File: config.mk
export PLATFORM = sky130hd
export DESIGN_NAME = blake2_stream_ctrl
export DESIGN_NICKNAME = d
export VERILOG_FILES = /design/src/rtl/blake2_pkg.sv /design/src/rtl/blake2_res_filter.sv /design/src/rtl/blake2_stream_ctrl.sv
export SDC_FILE = /design/constraint.sdc
export NUM_CORES = 1
export LEC_CHECK = 0
export CORE_MARGIN = 2
export CORE_UTILIZATION = 35
export CTS_BUF_LIST = sky130_fd_sc_hd__clkbuf_4 sky130_fd_sc_hd__clkbuf_8
export CTS_CLUSTER_SIZE = 8
export DETAILED_ROUTE_END_ITERATION = 6
export GPL_TIMING_DRIVEN = 0
export PLACE_DENSITY_LB_ADDON = 0.3
export REMOVE_ABC_BUFFERS = 1
export SLEW_MARGIN = 10
export SYNTH_ARGS = -nofsm -noshare
export SYNTH_HDL_FRONTEND = slang
export SYNTH_SLANG_ARGS = --single-unit
File: constraint.sdc
create_clock -name clk -period 28.8 [get_ports clk]
set_clock_uncertainty 0.1 [all_clocks]
set_input_delay 5.76 -clock clk [delete_from_list [all_inputs] [get_ports clk]]
set_output_delay 5.76 -clock clk [all_outputs]
set_load 0.1 [all_outputs]
File: src/rtl/blake2_pkg.sv
// blake2 shared definitions: controller state encoding, block geometry,
// configuration limits and the IV / message schedule constants of the core.
package blake2_pkg;

    localparam int BLK_BYTES = 64;
    localparam int IDX_W     = 6;
    localparam int MAX_KN    = 32;

    typedef enum logic [2:0] {
        S_IDLE,
        S_KEY,
        S_MSG,
        S_PAD,
        S_WAIT_RES,
        S_RES
    } state_t;

    // IV word i sits at bits [32*i +: 32]
    localparam logic [255:0] IV = {
        32'h5BE0CD19, 32'h1F83D9AB, 32'h9B05688C, 32'h510E527F,
        32'hA54FF53A, 32'h3C6EF372, 32'hBB67AE85, 32'h6A09E667
    };

    // row r at bits [64*r +: 64], element i of a row at nibble i
    localparam logic [639:0] SIGMA = {
        64'h0DC3E9BF5167482A, 64'h5A417D2C803B9EF6,
        64'hA2684F05931CE7BD, 64'hB8293670A4DEF15C,
        64'h91EF57D438B0A6C2, 64'hD386CB1EFA427509,
        64'h8F04A562EBCD1397, 64'h491763EADF250C8B,
        64'h357B20C16DF984AE, 64'hFEDCBA9876543210
    };

    function automatic logic [3:0] sigma(input int r, input int i);
        return SIGMA[64*r + 4*i +: 4];
    endfunction

endpackage

File: src/rtl/blake2_res_filter.sv
// blake2 result filter: drops the stale early beat handling in the top,
// counts forwarded digest bytes and flags the nn-th one.
module blake2_res_filter
    import blake2_pkg::*;
#(
    parameter int KK_W = 6
) (
    input  logic            clk,
    input  logic            reset,
    input  logic            clr_i,
    input  logic            pass_i,
    input  logic [KK_W-1:0] nn_i,
    input  logic            h_v_i,
    input  logic [7:0]      h_i,
    output logic            res_v_o,
    output logic [7:0]      res_o,
    output logic            res_last_o,
    output logic            done_o
);

    logic [KK_W-1:0] cnt;
    logic            hit;

    assign hit    = pass_i & h_v_i;
    assign done_o = hit & (cnt == nn_i - 1'b1);

    // register digest bytes and track how many have gone out
    always_ff @(posedge clk or posedge reset) begin
        if (reset) begin
            cnt        <= '0;
            res_v_o    <= 1'b0;
            res_o      <= '0;
            res_last_o <= 1'b0;
        end else begin
            res_v_o    <= hit;
            res_o      <= hit ? h_i : 8'h00;
            res_last_o <= done_o;
            if (clr_i)
                cnt <= '0;
            else if (hit)
                cnt <= cnt + 1'b1;
        end
    end

endmodule

File: src/rtl/blake2_stream_ctrl.sv
// blake2 front-end: cuts key+message stream into zero-padded 64-byte blocks
// for the core and turns the core result stream into a clean digest.
module blake2_stream_ctrl
    import blake2_pkg::*;
#(
    parameter int LL_W      = 64,
    parameter int CORE_LL_W = 128,
    parameter int KK_W      = 6,
    parameter int BLK_BYTES_P = BLK_BYTES
) (
    input  logic                 clk,
    input  logic                 reset,
    input  logic                 start_i,
    input  logic [KK_W-1:0]      kk_i,
    input  logic [KK_W-1:0]      nn_i,
    input  logic [LL_W-1:0]      ll_i,
    output logic                 busy_o,
    output logic                 cfg_err_o,
    input  logic                 s_valid_i,
    input  logic [7:0]           s_data_i,
    output logic                 s_ready_o,
    output logic [KK_W-1:0]      core_kk_o,
    output logic [KK_W-1:0]      core_nn_o,
    output logic [CORE_LL_W-1:0] core_ll_o,
    output logic                 core_data_v_o,
    output logic [IDX_W-1:0]     core_data_idx_o,
    output logic [7:0]           core_data_o,
    output logic                 core_block_first_o,
    output logic                 core_block_last_o,
    input  logic                 core_ready_i,
    input  logic                 core_h_v_i,
    input  logic [7:0]           core_h_i,
    output logic                 res_v_o,
    output logic [7:0]           res_o,
    output logic                 res_last_o
);

    // block counts reach ceil(2^LL_W/64)+1
    localparam int BT_W = LL_W - IDX_W + 1;
    localparam logic [KK_W-1:0] KN_MAX = KK_W'(MAX_KN);

    state_t                state, state_nx;
    logic [KK_W-1:0]       key_cnt;
    logic [LL_W-1:0]       rem;
    logic [IDX_W-1:0]      idx;
    logic                  first, last;
    logic [BT_W-1:0]       blk_cnt, blk_tot;
    logic                  cfg_bad, accept, issue;
    logic [CORE_LL_W-1:0]  ll_sum;
    logic [BT_W-1:0]       tot_raw, tot;
    logic                  res_done;

    assign cfg_bad = (nn_i == '0) | (nn_i > KN_MAX) | (kk_i > KN_MAX);
    assign accept  = (state == S_IDLE) & start_i & ~cfg_bad;

    assign ll_sum  = CORE_LL_W'(ll_i)
                   + ((kk_i != '0) ? CORE_LL_W'(BLK_BYTES_P) : '0);
    assign tot_raw = BT_W'(ll_i[LL_W-1:IDX_W])
                   + BT_W'(|ll_i[IDX_W-1:0])
                   + BT_W'(kk_i != '0);
    assign tot     = (tot_raw == '0) ? BT_W'(1) : tot_raw;

    assign busy_o             = (state != S_IDLE);
    assign core_data_idx_o    = idx;
    assign core_block_first_o = first;
    assign core_block_last_o  = last;
    assign core_data_v_o      = issue;

    // next state and byte issue towards the core
    always_comb begin
        state_nx    = state;
        issue       = 1'b0;
        core_data_o = 8'h00;
        s_ready_o   = 1'b0;
        unique case (state)
            S_IDLE: begin
                if (accept) begin
                    if (kk_i != '0)
                        state_nx = S_KEY;
                    else if (ll_i != '0)
                        state_nx = S_MSG;
                    else
                        state_nx = S_PAD;
                end
            end
            S_KEY: begin
                s_ready_o = core_ready_i;
                issue     = core_ready_i & s_valid_i;
                if (issue) begin
                    core_data_o = s_data_i;
                    if (key_cnt == core_kk_o - 1'b1)
                        state_nx = S_PAD;
                end
            end
            S_MSG: begin
                s_ready_o = core_ready_i;
                issue     = core_ready_i & s_valid_i;
                if (issue) begin
                    core_data_o = s_data_i;
                    if (rem == LL_W'(1))
                        state_nx = (idx == '1) ? S_WAIT_RES : S_PAD;
                end
            end
            S_PAD: begin
                issue = core_ready_i;
                if (issue && idx == '1)
                    state_nx = last ? S_WAIT_RES : S_MSG;
            end
            S_WAIT_RES: begin
                if (core_h_v_i)
                    state_nx = S_RES;
            end
            S_RES: begin
                if (res_done)
                    state_nx = S_IDLE;
            end
            default: state_nx = S_IDLE;
        endcase
    end

    // state, configuration latch and block/byte bookkeeping
    always_ff @(posedge clk or posedge reset) begin
        if (reset) begin
            state     <= S_IDLE;
            cfg_err_o <= 1'b0;
            core_kk_o <= '0;
            core_nn_o <= '0;
            core_ll_o <= '0;
            key_cnt   <= '0;
            rem       <= '0;
            idx       <= '0;
            first     <= 1'b0;
            last      <= 1'b0;
            blk_cnt   <= '0;
            blk_tot   <= '0;
        end else begin
            state     <= state_nx;
            cfg_err_o <= (state == S_IDLE) & start_i & cfg_bad;
            if (accept) begin
                core_kk_o <= kk_i;
                core_nn_o <= nn_i;
                core_ll_o <= ll_sum;
                key_cnt   <= '0;
                rem       <= ll_i;
                idx       <= '0;
                first     <= 1'b1;
                last      <= (tot == BT_W'(1));
                blk_cnt   <= '0;
                blk_tot   <= tot;
            end else if (issue) begin
                idx <= idx + 1'b1;
                if (state == S_KEY)
                    key_cnt <= key_cnt + 1'b1;
                if (state == S_MSG)
                    rem <= rem - 1'b1;
                if (idx == '1) begin
                    first   <= 1'b0;
                    blk_cnt <= blk_cnt + 1'b1;
                    last    <= ((blk_cnt + 1'b1) == (blk_tot - 1'b1));
                end
            end
        end
    end

    blake2_res_filter #(
        .KK_W(KK_W)
    ) u_res_filter (
        .clk       (clk),
        .reset     (reset),
        .clr_i     (state == S_WAIT_RES),
        .pass_i    (state == S_RES),
        .nn_i      (core_nn_o),
        .h_v_i     (core_h_v_i),
        .h_i       (core_h_i),
        .res_v_o   (res_v_o),
        .res_o     (res_o),
        .res_last_o(res_last_o),
        .done_o    (res_done)
    );

endmodule

==> Word-level counts from Yosys, hierarchy flattened <==
Cells that the tools add are included.
{ "op_classes": {"shift": 0, "magnitude_cmp": 2, "bitwise": 9, "n_mux": 39, "n_mul": 0, "n_addsub": 11, "reduce_logical": 18, "div": 0, "n_eq_ne": 19} }
{ "op_table": {"columns": ["cell", "n"], "rows": [
  ["59-bit 2-to-1 mux", 4],
  ["64-bit 2-to-1 mux", 3],
  ["64-bit by 7-bit adder with 65-bit output", 1],
  ["64-bit by 1-bit equality test with 1-bit output (second input constant)", 1],
  ["64-bit nonzero test", 1],
  ["64-bit by 1-bit subtractor with 64-bit output (second input constant)", 1],
  ["58-bit by 1-bit adder with 59-bit output", 1],
  ["59-bit by 1-bit adder with 59-bit output", 1],
  ["59-bit by 1-bit adder with 59-bit output (second input constant)", 1],
  ["59-bit by 1-bit equality test with 1-bit output (second input constant)", 1],
  ["59-bit equality test", 1],
  ["59-bit logical NOT", 1],
  ["59-bit by 1-bit subtractor with 59-bit output (second input constant)", 1],
  ["6-bit 2-to-1 mux", 7],
  ["3-bit 2-to-1 mux", 10],
  ["8-bit 2-to-1 mux", 3],
  ["6-bit by 1-bit adder with 6-bit output (second input constant)", 3],
  ["3-bit case mux with 6 select lines", 1],
  ["2-bit inequality test (second input constant)", 8],
  ["6-bit equality test", 2],
  ["6-bit > comparator (second input constant)", 2],
  ["6-bit by 1-bit subtractor with 6-bit output (second input constant)", 2],
  ["2-bit nonzero test", 5],
  ["1-bit 2-to-1 mux", 8],
  ["19 further kinds", 29]
]} }
{ "word_totals": {"register_bits": 356, "rom_bits": 0, "in_bits": 98, "memories": 0, "latch_bits": 0, "elab_cells": 114, "ramBits": 0} }

==> Logic depth before layout (Yosys ltp) <==
{ "depth": {"ltp_word": 7, "ltp_mapped": 14, "mapped_depth_nobuf": 14} }

==> By module <==
A second synthesis with hierarchy kept.
{ "unflattened": {"cells_unflattened": 2404, "area_unflattened_um2": 19738.9} }
{ "by_module_without_submodules": {"columns": ["mod", "instances", "seq_area_each_um2", "cells_each", "area_each_um2"], "rows": [
  ["blake2_stream_ctrl", 1, 6931.6, 2338, 19005.7],
  ["blake2_res_filter", 1, 400.4, 66, 733.2]
]} }

==> Least setup slack after synthesis <==
No wires, ideal clock.
{ "synth_timing": {"kind": "input to output", "startpoint": "input core_ready_i", "endpoint": "output s_ready_o", "cell_stages": 1, "t_required_ns": 22.940, "setup_slack_ns": 14.998, "arrival_time_ns": 7.942, "cell_sequence": "nor3b_1"} }
{ "synth_via": {"elab_chain_len": 1} }
{ "synth_rtl": {"columns": ["item", "line_no", "source"], "rows": [
  ["from (decl)", "blake2_stream_ctrl.sv:30", "input logic core_ready_i,"],
  ["1-bit 2-to-1 mux", "blake2_stream_ctrl.sv:75", "unique case (state)"],
  ["to (decl)", "blake2_stream_ctrl.sv:21", "output logic s_ready_o,"]
]} }
Every way passes these cells.

==> Final worst setup path <==
{ "layout_timing": {"startpoint": "input core_ready_i", "endpoint": "output core_data_o[2]"} }
{ "layout_via": {"elab_chain_len": 3} }
{ "layout_rtl": {"columns": ["item", "line_no", "source"], "rows": [
  ["1-bit bitwise AND", "blake2_stream_ctrl.sv:88, blake2_stream_ctrl.sv:97", null],
  ["8-bit 2-to-1 mux", "blake2_stream_ctrl.sv:89, blake2_stream_ctrl.sv:98", null],
  ["8-bit 2-to-1 mux", null, null],
  ["to (decl)", "blake2_stream_ctrl.sv:27", "output logic [7:0] core_data_o,"]
]} }
Every way passes these cells.

==> impl_metrics.csv <==
group,metric,value,unit
run_status,status,"completed",
logic_synthesis,syn_area,19600,um2
cells_and_area,syn_to_final_growth,18.2,%
timing,rsz0062_at_grt,"false",
worst_setup_path,cpMostUsedCell,"clkdlybuf4s50_1",
cts,clock_sinks,293,
route,routedWlPerCell,19.0,um
cts,clk_latency,660,ps
place,place.gp.congestion,0.917,
cts,holdBufCountCts,0,
grt,gr-total-overflow,0,
worst_setup_path,crit_fanout,8,
logic_synthesis,yosys-top-cells-count,"nand2_1 (389), dfrtp_1 (293), o21ai_0 (232), xnor2_1 (200), nor2_1 (177)",
timing,period_needed,14230,ps
pwr,ir_drop,73.0,uV
grt,grt_max_degree,104,
cells_and_area,layout.nets,2615,
cts,post_cts_buffers,0,
hold_path,hold-path-cell-count,2,
job,maxCapViolations,0,
logic_synthesis,syn_avg_cell_area,8.21,um2
grt,grt_use_total,21.4,%
floorplan,die_w,241,um
worst_setup_path,crit_slowest_cell,"clkdlybuf4s50_1",
worst_setup_path,start_kind,"input port",
logic_synthesis,synthXorXnorAreaFrac,13.6,%
logic_synthesis,synth-seq-cells,293,
cts,cts_max_level,2,
logic_synthesis,synth_top_family_by_area,"simple AND/OR/NAND/NOR gates",
worst_setup_path,required,22940,ps
cells_and_area,drive_gt1_share,5.86,%
route,drtIter0Drc,1471,
cts,path_clk_slew,60,ps
cts,clockRootBuffer,"clkbuf_8",
hold_path,hold_path_class,"reg2reg",
logic_synthesis,synthTopCellsByArea,"dfrtp_1 (37%), xnor2_1 (8.9%), nand2_1 (7.5%), o21ai_0 (5.9%), xor2_1 (4.3%)",
logic_synthesis,syn_inst,2388,
floorplan,die-area,57900,um2
route,wirelength,62600,um
worst_setup_path,crit_chain,"clkdlybuf4s50_1 -> nand2_1 -> nor3_1 -> and2_1 -> clkdlybuf4s50_1",
worst_setup_path,critPathCaptureType,"output port",
worst_setup_path,rr_worst_depth,10,
route,vias,18000,
pwr,power_leakage,8.97,nW
floorplan,core,55200,um2
worst_setup_path,cpPeakStageDelay,1150,ps
grt,antenna_found_initial,3,
cts,cts_resized,0,
place,dp_hpwl,46600,um
route,drc,0,
logic_synthesis,ys_types,88,
logic_synthesis,ys_seq_area_share,37.4,%
worst_setup_path,path_depth,5,
logic_synthesis,synth_compound_area_share,12.9,%
logic_synthesis,synth_top_area_share,37.4,%
timing,setup_viol_count_final,0,
route,ant_nets,0,
route,viasPerCell,5.47,
place,pre_cts_ws,14570,ps
cts,cts_tree,"done",
logic_synthesis,yosys.area.top_type,"dfrtp_1",
floorplan,die_height,241,um
cells_and_area,fill_cells,5509,
worst_setup_path,path_delay_family,"buffers and inverters",
grt,grt_pass1_vias,17100,
timing,hold_viol_final,0,
logic_synthesis,async_flop_share,100,%
logic_synthesis,post_synth_fa_ha_maj_area_fraction,0.919,%
cts,cts_buffers,52,
floorplan,num_rows,86,
logic_synthesis,synth-edff-count,0,
timing,tightestPinTransition,1130,ps
worst_setup_path,arrival,8370,ps
grt,grt_pass1_wl,97900,um
worst_setup_path,crit_buf_inv,2,
logic_synthesis,yosysMostFrequentCell,"nand2_1",
pwr,p_per_area,87.2,nW/um2
timing,relSlewSlack,25.0,%
timing,slew_viol_final,0,
logic_synthesis,yosys.area_share.simple,28.4,%
floorplan,pin_count,268,
logic_synthesis,synth_ff_type,"dfrtp_1",
floorplan,start_util,35.5,%
timing,clock.fmax,70.3,MHz
cts,clk_path_buf_depth,3,
worst_setup_path,path_class,"in2out",
timing,hold_ws,381,ps
place,numPortBuffers,204,
logic_synthesis,yosys_warnings,0,
route,drt-pass1-iter-count,6,
timing,min_period_over_period,49.4,%
timing,fin_ws,14570,ps
logic_synthesis,synth_mux_area_share,0.524,%
timing,fin_tns_setup,0,ps
-- metal layers --
metal  vias to the layer above  GRT usage (%)  part of all wire, %
met1                      8638           28.8                   44
met4                         2           10.6                  4.4
met3                       155           2.93                  5.7
li1                       8560              -                    -
met5                         -              0                0.018
met2                       652           33.9                   46
-- placed cells by master, fill, tap and decap left out, types with 60 or more instances in the layout --
cell type	instances
clkbuf_8	63
clkdlybuf4s50_1	204
conb_1	63
dfrtp_1	293
nand2_1	388
nand3_1	116
nand4_1	72
nor2_1	174
nor3_1	89
nor4_1	60
o21ai_0	232
xnor2_1	200
xor2_1	96
-- power breakdown --
part	leakage [nW]	switching [mW]	internal (mW)	total, mW
logic	4.51	0.657	0.269	0.927
clock network	0.597	0.187	0.246	0.433
registers	3.86	0.133	0.527	0.660
total	8.97	0.977	1.04	2.02
-- flip-flops by register name (all words and copies together), names as in the netlist, 3 cells and up --
register,flops
blk_cnt,59
blk_tot,59
core_data_idx_o,6
core_kk_o,6
core_ll_o,65
core_nn_o,6
key_cnt,6
rem,64
state,3
u_res_filter.cnt,6
u_res_filter.res_o,8
-- final timing paths --
kind	start	to	slack (ps)
worst min-delay path	core_ll_o[58]	core_ll_o[58]	380
max in group asynchronous	reset	rem[37]	21630
worst max register to register	blk_cnt[7]	core_block_last_o	24230
worst min register to register	core_ll_o[58]	core_ll_o[58]	380
min in group asynchronous	reset	core_block_first_o	5520
worst max-delay path	core_ready_i	core_data_o[2]	14570
-- cells by family (layout without fill, tap and decap cells) --
group                    count (synthesis)  after routing
AO/OA/AOI/OAI                          416            416
XOR/XNOR                               299            299
adder cells (fa/ha/maj)                 14             14
buffers and inverters                  243            335
flip-flops                             293            293
multiplexers                            10             10
other                                    1             64
AND/OR/NAND/NOR                       1112           1112
-- worst reg2reg max path, stage by stage, from the launching register on --
cell,delay [ps]
dfrtp_1,500
nand4_1,420
or4_1,810
nor4_4,820
nand4_1,450
nor3_1,340
xnor2_1,240
xnor2_1,120
nor4_1,370
nand4_1,230
o211ai_2,100
-- layout make-up --
type | count | area (um2) | area share (%)
Timing Repair Buffer | 215 | 2310 | 9.97
Inverter | 28 | 113 | 0.486
Multi-Input combinational cell | 1914 | 11300 | 48.9
Antenna cell | 1 | 2.50 | 0.0108
Tap cell | 748 | 936 | 4.04
Clock inverter | 12 | 143 | 0.616
Sequential cell | 293 | 7330 | 31.7
Clock buffer | 80 | 995 | 4.30
-- stage by stage --
step                area [um2]  instances  total power [mW]  util [%]
floorplan                18700       2235              1.35         -
global placement         21700       3187              1.57      39.3
detailed placement       22000       3198              1.59      39.9
CTS                      23200       3290              2.03      41.9
global route             23200       3291              2.13      42.0
finish                   23200       3291              2.02      42.0
Note: power is estimated with default switching activity, not from simulation.
